$ cat src/rtl/dat_rx_buffer_pkg.sv
// Shared definitions for the DAT receive buffer: default widths and FSM states.
package dat_rx_buffer_pkg;

    localparam int DAT_N           = 32;  // word width, matches the deserializer
    localparam int DAT_DEPTH       = 16;  // FIFO depth, power of two
    localparam int DAT_AW          = 4;   // log2(DAT_DEPTH)
    localparam int DAT_WCNT_W      = 8;   // block word counter width
    localparam int DAT_HOLD_MARGIN = 2;   // free slots left when clock_hold rises

    typedef enum logic [1:0] {
        ST_IDLE    = 2'd0,
        ST_RECEIVE = 2'd1,
        ST_DONE    = 2'd2
    } rx_state_t;

    // Target word count: 0 encodes the full 2^wcnt_w range, so widen by one bit.
    function automatic logic [DAT_WCNT_W:0] block_target(input logic [DAT_WCNT_W-1:0] bw);
        return {(bw == '0), bw};
    endfunction

endpackage

$ cat src/rtl/dat_rx_fifo.sv
// Synchronous FIFO with a registered read port.
// Ports:
//   sd_clock, reset (async, active-low)
//   wr_en/wr_data : write request; dropped when full unless a read occurs in the same cycle
//   rd_en/rd_data : read request; rd_data updates one cycle later, holds when empty
//   full, empty, level : occupancy derived from (AW+1)-bit pointers
module dat_rx_fifo #(
    parameter int W     = 32,
    parameter int DEPTH = 16,
    parameter int AW    = 4
) (
    input  logic          sd_clock,
    input  logic          reset,
    input  logic          wr_en,
    input  logic [W-1:0]  wr_data,
    input  logic          rd_en,
    output logic [W-1:0]  rd_data,
    output logic          full,
    output logic          empty,
    output logic [AW:0]   level
);

    logic [W-1:0] mem [DEPTH];
    logic [AW:0]  wptr, rptr;
    logic         do_rd, do_wr;

    assign empty = (wptr == rptr);
    assign full  = (wptr[AW] != rptr[AW]) && (wptr[AW-1:0] == rptr[AW-1:0]);
    assign level = wptr - rptr;

    // A read frees the head slot this cycle, so a write into a full FIFO is
    // accepted when paired with a read (both hit the same slot; read sees old data).
    assign do_rd = rd_en & ~empty;
    assign do_wr = wr_en & (~full | do_rd);

    always_ff @(posedge sd_clock) begin
        if (do_wr) mem[wptr[AW-1:0]] <= wr_data;
    end

    always_ff @(posedge sd_clock or negedge reset) begin
        if (!reset) begin
            wptr    <= '0;
            rptr    <= '0;
            rd_data <= '0;
        end else begin
            if (do_wr) wptr <= wptr + 1'b1;
            if (do_rd) begin
                rd_data <= mem[rptr[AW-1:0]];
                rptr    <= rptr + 1'b1;
            end
        end
    end

endmodule

$ cat src/rtl/dat_rx_buffer.sv
// DAT receive buffer: captures deserializer words on the rising edge of
// word_valid, counts words per block, buffers them for the host and raises
// clock_hold before the FIFO fills.
// Ports:
//   sd_clock, reset (async, active-low)
//   enable, block_words : block control; rising enable starts a block
//   word_in, word_valid : deserializer output and its completion flag
//   rd_en, rd_data      : host read port (1-cycle latency)
//   empty, full, level  : FIFO status
//   clock_hold          : stop-clock request, level >= DEPTH-HOLD_MARGIN
//   block_done          : 1-cycle pulse after the last word of a block
//   overflow            : sticky, a word was dropped; cleared at block start
module dat_rx_buffer
    import dat_rx_buffer_pkg::*;
#(
    parameter int n           = DAT_N,
    parameter int DEPTH       = DAT_DEPTH,
    parameter int AW          = DAT_AW,
    parameter int WCNT_W      = DAT_WCNT_W,
    parameter int HOLD_MARGIN = DAT_HOLD_MARGIN
) (
    input  logic              sd_clock,
    input  logic              reset,
    input  logic              enable,
    input  logic [WCNT_W-1:0] block_words,
    input  logic [n-1:0]      word_in,
    input  logic              word_valid,
    input  logic              rd_en,
    output logic [n-1:0]      rd_data,
    output logic              empty,
    output logic              full,
    output logic [AW:0]       level,
    output logic              clock_hold,
    output logic              block_done,
    output logic              overflow
);

    localparam logic [AW:0] HOLD_LVL = (AW+1)'(DEPTH - HOLD_MARGIN);

    rx_state_t       state_q, state_d;
    logic            wv_q, en_q;
    logic [WCNT_W:0] cnt, target, cnt_nxt;
    logic            capture, drop, start, last;

    // One word per 0->1 edge of word_valid, only while receiving.
    assign capture = word_valid & ~wv_q & (state_q == ST_RECEIVE);
    assign drop    = capture & full & ~rd_en;
    assign cnt_nxt = cnt + 1'b1;

    always_comb begin
        state_d = state_q;
        start   = 1'b0;
        last    = 1'b0;
        case (state_q)
            ST_IDLE: begin
                if (enable && !en_q) begin
                    state_d = ST_RECEIVE;
                    start   = 1'b1;
                end
            end
            ST_RECEIVE: begin
                if (!enable) begin
                    state_d = ST_IDLE;
                end else if (capture && cnt_nxt == target) begin
                    state_d = ST_DONE;
                    last    = 1'b1;
                end
            end
            ST_DONE: begin
                if (!enable) state_d = ST_IDLE;
            end
            default: state_d = ST_IDLE;
        endcase
    end

    always_ff @(posedge sd_clock or negedge reset) begin
        if (!reset) begin
            state_q    <= ST_IDLE;
            wv_q       <= 1'b0;
            en_q       <= 1'b0;
            cnt        <= '0;
            target     <= '0;
            block_done <= 1'b0;
            overflow   <= 1'b0;
            clock_hold <= 1'b0;
        end else begin
            state_q    <= state_d;
            wv_q       <= word_valid;
            en_q       <= enable;
            block_done <= last;
            clock_hold <= (level >= HOLD_LVL);
            if (start) begin
                target   <= block_target(block_words);
                cnt      <= '0;
                overflow <= 1'b0;
            end else if (capture) begin
                cnt <= cnt_nxt;
                if (drop) overflow <= 1'b1;
            end
        end
    end

    dat_rx_fifo #(
        .W     (n),
        .DEPTH (DEPTH),
        .AW    (AW)
    ) u_fifo (
        .sd_clock (sd_clock),
        .reset    (reset),
        .wr_en    (capture),
        .wr_data  (word_in),
        .rd_en    (rd_en),
        .rd_data  (rd_data),
        .full     (full),
        .empty    (empty),
        .level    (level)
    );

endmodule

$ cat config.mk
export PLATFORM = sky130hd
export DESIGN_NAME = dat_rx_buffer
export DESIGN_NICKNAME = d
export VERILOG_FILES = /design/src/rtl/dat_rx_buffer_pkg.sv /design/src/rtl/dat_rx_fifo.sv /design/src/rtl/dat_rx_buffer.sv
export SDC_FILE = /design/constraint.sdc
export NUM_CORES = 1
export LEC_CHECK = 0
export ABC_CLOCK_PERIOD_IN_PS = 7200
export CORE_MARGIN = 2
export CORE_UTILIZATION = 30
export DETAILED_ROUTE_END_ITERATION = 8
export GPL_TIMING_DRIVEN = 0
export PLACE_DENSITY = 0.46
export SETUP_SLACK_MARGIN = 0.5
export SYNTH_ARGS = -nofsm -noshare
export SYNTH_HDL_FRONTEND = slang
export SYNTH_SLANG_ARGS = --single-unit
$ cat constraint.sdc
create_clock -name sd_clock -period 7.2 [get_ports sd_clock]
set_clock_uncertainty 0.15 [all_clocks]
set_input_delay 1.8 -clock sd_clock [delete_from_list [all_inputs] [get_ports sd_clock]]
set_output_delay 1.8 -clock sd_clock [all_outputs]
set_load 0.05 [all_outputs]
==> flow_metrics.tcl <==
set metrics [dict create \
    yosysWarnings 0 \
    synth.avg_cell_area_um2 22.6 \
    grt_pass1_wl_mm 80.4 \
    initial_core_util 0.303 \
    dieArea_um2 77200 \
    power.leakage_nw 8.74 \
    track_usage 0.145 \
    outcome "complete, no violations" \
    num_io_pins 87 \
    synth_top_cell_area_share 0.684 \
    antenna_found_initial 2 \
    ir_worst_vdd_uv 206 \
    sw_frac_of_total 0.305 \
    drive_gt1_frac 0.281 \
    postCtsHoldBufs 0 \
    core_um2 74300 \
    rsz0062_at_grt "no" \
    fin_crit_sh 0.870 \
    async_flop_share 0.116 \
    vias_per_cell 4.80 \
    drv_slew 0 \
    yosysMostFrequentCell "edfxtp_1" \
    netlist_top_cells_area "edfxtp_1 68%, mux4_2 16%, dfrtp_1 7.5%" \
    area_growth_pct 21.0 \
    drc 0 \
    fmax_ghz 0.160 \
    synth_nets 1053 \
    path_clk_slew_ps 60 \
    finalHoldViolCount 0 \
    critPathMaxFanout 10 \
    crit_path_end_kind "primary output" \
    die_w_um 278 \
    arrival_ps 4310 \
    cts_tree "yes" \
    min_path_cells 1 \
    gp_congestion 0.742 \
    p_int_mw 7.49 \
    hpwl_mm 33.6 \
    n_antenna_cell 0 \
    grt_max_degree 51 \
    syn_inst 997 \
    power_density_nw_per_um2 396 \
    synth_seq_cells 579 \
    synth_cell_types 47 \
    clock-sinks 579 \
    min_period_ps 6260 \
    critPathRequiredTime_ps 5250 \
    yosysTopAreaCell "edfxtp_1" \
    die_y_um 278 \
    critPathLaunchType "register" \
    post_cts_buffers 0 \
    firstDrtPassIters 6 \
    synth_edf_count 512 \
    worstSkewPairLatency_ps 590 \
    grt_pass1_vias 11300 \
    num_rows 100 \
    p_seq_frac 0.367 \
    drv_cap 0 \
    path_class "reg2out" \
    wirelength_mm 54.7 \
    tns_ps 0 \
    worstMarginPinSlew_ps 1190 \
    post_drt_wl_per_cell_um 24.9 \
    ctsRootBufferMaster "clkbuf_16" \
    clk_path_buf_depth 3 \
    ys.flop_type "edfxtp_1" \
    grt.overflow.total 0 \
    maxSlewHeadroom 0.209 \
    r2r_cells 8 \
    syn_area_um2 22500 \
    power.share.clock 0.325 \
    nNetsFinal 1225 \
    initialDrtViolationCount 762 \
    portBuffers 86 \
    cts_max_level 3 \
    synth_commonest_cells "512 x edfxtp_1, 160 x mux4_2, 67 x dfrtp_1" \
    cts_buffers 67 \
    p_sw_mw 3.29 \
    yosysSeqAreaShare 0.758 \
    final_core_util 0.366 \
    cts_resized 0 \
    hold_path_class "reg2reg" \
    ant_nets 0 \
    vias 10500 \
    setup_viol 0 \
    p_comb_frac 0.308 \
]
[cells by family (layout without fill, tap and decap cells)]
group / after synthesis / after routing / synth area share
flops: 579 / 579 / 0.758
mux: 198 / 198 / 0.179
simple gates: 74 / 74 / 0.0185
fa+ha+maj: 11 / 11 / 0.00646
xor+xnor: 22 / 22 / 0.00857
buf+inv: 60 / 286 / 0.0140
compound gates: 53 / 53 / 0.0147
[layout make-up]
type,count,area (µm²)
Fill cell,6902,47100
Sequential cell,579,17100
Multi-Input combinational cell,358,5140
Clock buffer,87,1810
Timing Repair Buffer,103,1210
Tap cell,969,1210
Clock inverter,36,469
Buffer,46,264
Inverter,14,52.6
[path summary, 6_finish.rpt]
path	slack, ps	endpoint	startpoint
setup / recovery	940	level[4]	u_fifo.rptr[1]$_DFFE_PN0P_
hold / removal	340	u_fifo.wptr[4]$_DFFE_PN0P_	u_fifo.wptr[4]$_DFFE_PN0P_
setup reg to reg	2540	u_fifo.rd_data[10]$_DFFE_PN0P_	u_fifo.rptr[2]$_DFFE_PN0P_
hold reg to reg	340	u_fifo.wptr[4]$_DFFE_PN0P_	u_fifo.wptr[4]$_DFFE_PN0P_
max in group asynchronous	5310	u_fifo.rd_data[21]$_DFFE_PN0P_	reset
min in group asynchronous	970	u_fifo.rd_data[30]$_DFFE_PN0P_	reset
[flip-flops by register name (all words and copies together) (netlist names), 2 cells and up]
name            cells
u_fifo.rptr         5
u_fifo.mem        512
target              9
u_fifo.rd_data     32
cnt                 9
state_q             2
u_fifo.wptr         5
[metal layers]
metal,wire [µm],global-route usage,vias up
met5,25,0,-
met4,1090,0.0367,4
met2,25900,0.229,212
met1,25400,0.206,5667
met3,2230,0.0283,85
li1,-,-,4546
[through the flow]
| stage | power [mW] | setup slack (ps) | cells | cell area, µm² | hold WS [ps] |
|---|---|---|---|---|---|
| after floorplan | 6.31 | 2530 | 997 | 22500 | 310 |
| after global placement | 7.42 | 915 | 2052 | 24600 | 324 |
| after detailed placement | 7.45 | 1200 | 2069 | 24900 | 335 |
| after CTS | 11.0 | 554 | 2192 | 27200 | 345 |
| after global routing | 11.3 | 797 | 2192 | 27200 | 356 |
| final | 10.8 | 938 | 2192 | 27200 | 339 |
[cell usage in the layout (no fill, tap or decap), types with 3 or more instances in the layout]
master / n
a21oi_1: 8
mux2_1: 6
nor2_1: 8
ha_1: 10
xor2_1: 7
o21ai_0: 5
clkbuf_1: 41
buf_2: 6
nand2_1: 14
clkinv_1: 11
clkinv_2: 6
nor4_1: 4
mux2_2: 32
mux4_2: 160
and2_2: 16
o41ai_1: 3
bufinv_16: 10
buf_6: 11
xnor2_1: 15
nor3_1: 5
inv_1: 12
buf_12: 15
dfrtp_1: 67
o21ai_1: 18
buf_1: 3
nand4_1: 7
clkinvlp_4: 3
nand3_1: 6
inv_6: 3
a31oi_1: 3
clkdlybuf4s50_1: 85
edfxtp_1: 512
clkbuf_16: 69
[power groups by stage]
stage	sequential, mW	clock (mW)	combinational [mW]
floorplan	4.34	0	1.97
global placement	4.03	0	3.39
detailed placement	4.03	0	3.42
CTS	3.96	3.60	3.43
global route	3.98	3.73	3.55
finish	3.96	3.50	3.33
[critical path, stage by stage, from the launching register on]
cell and delay (ps):
dfrtp_1 560, clkbuf_1 500, clkbuf_2 450, inv_1 200
fa_1 480, a21o_1 190, a21oi_1 170, xor2_1 290
clkdlybuf4s50_1 870
(Power assumes the default switching activity.)
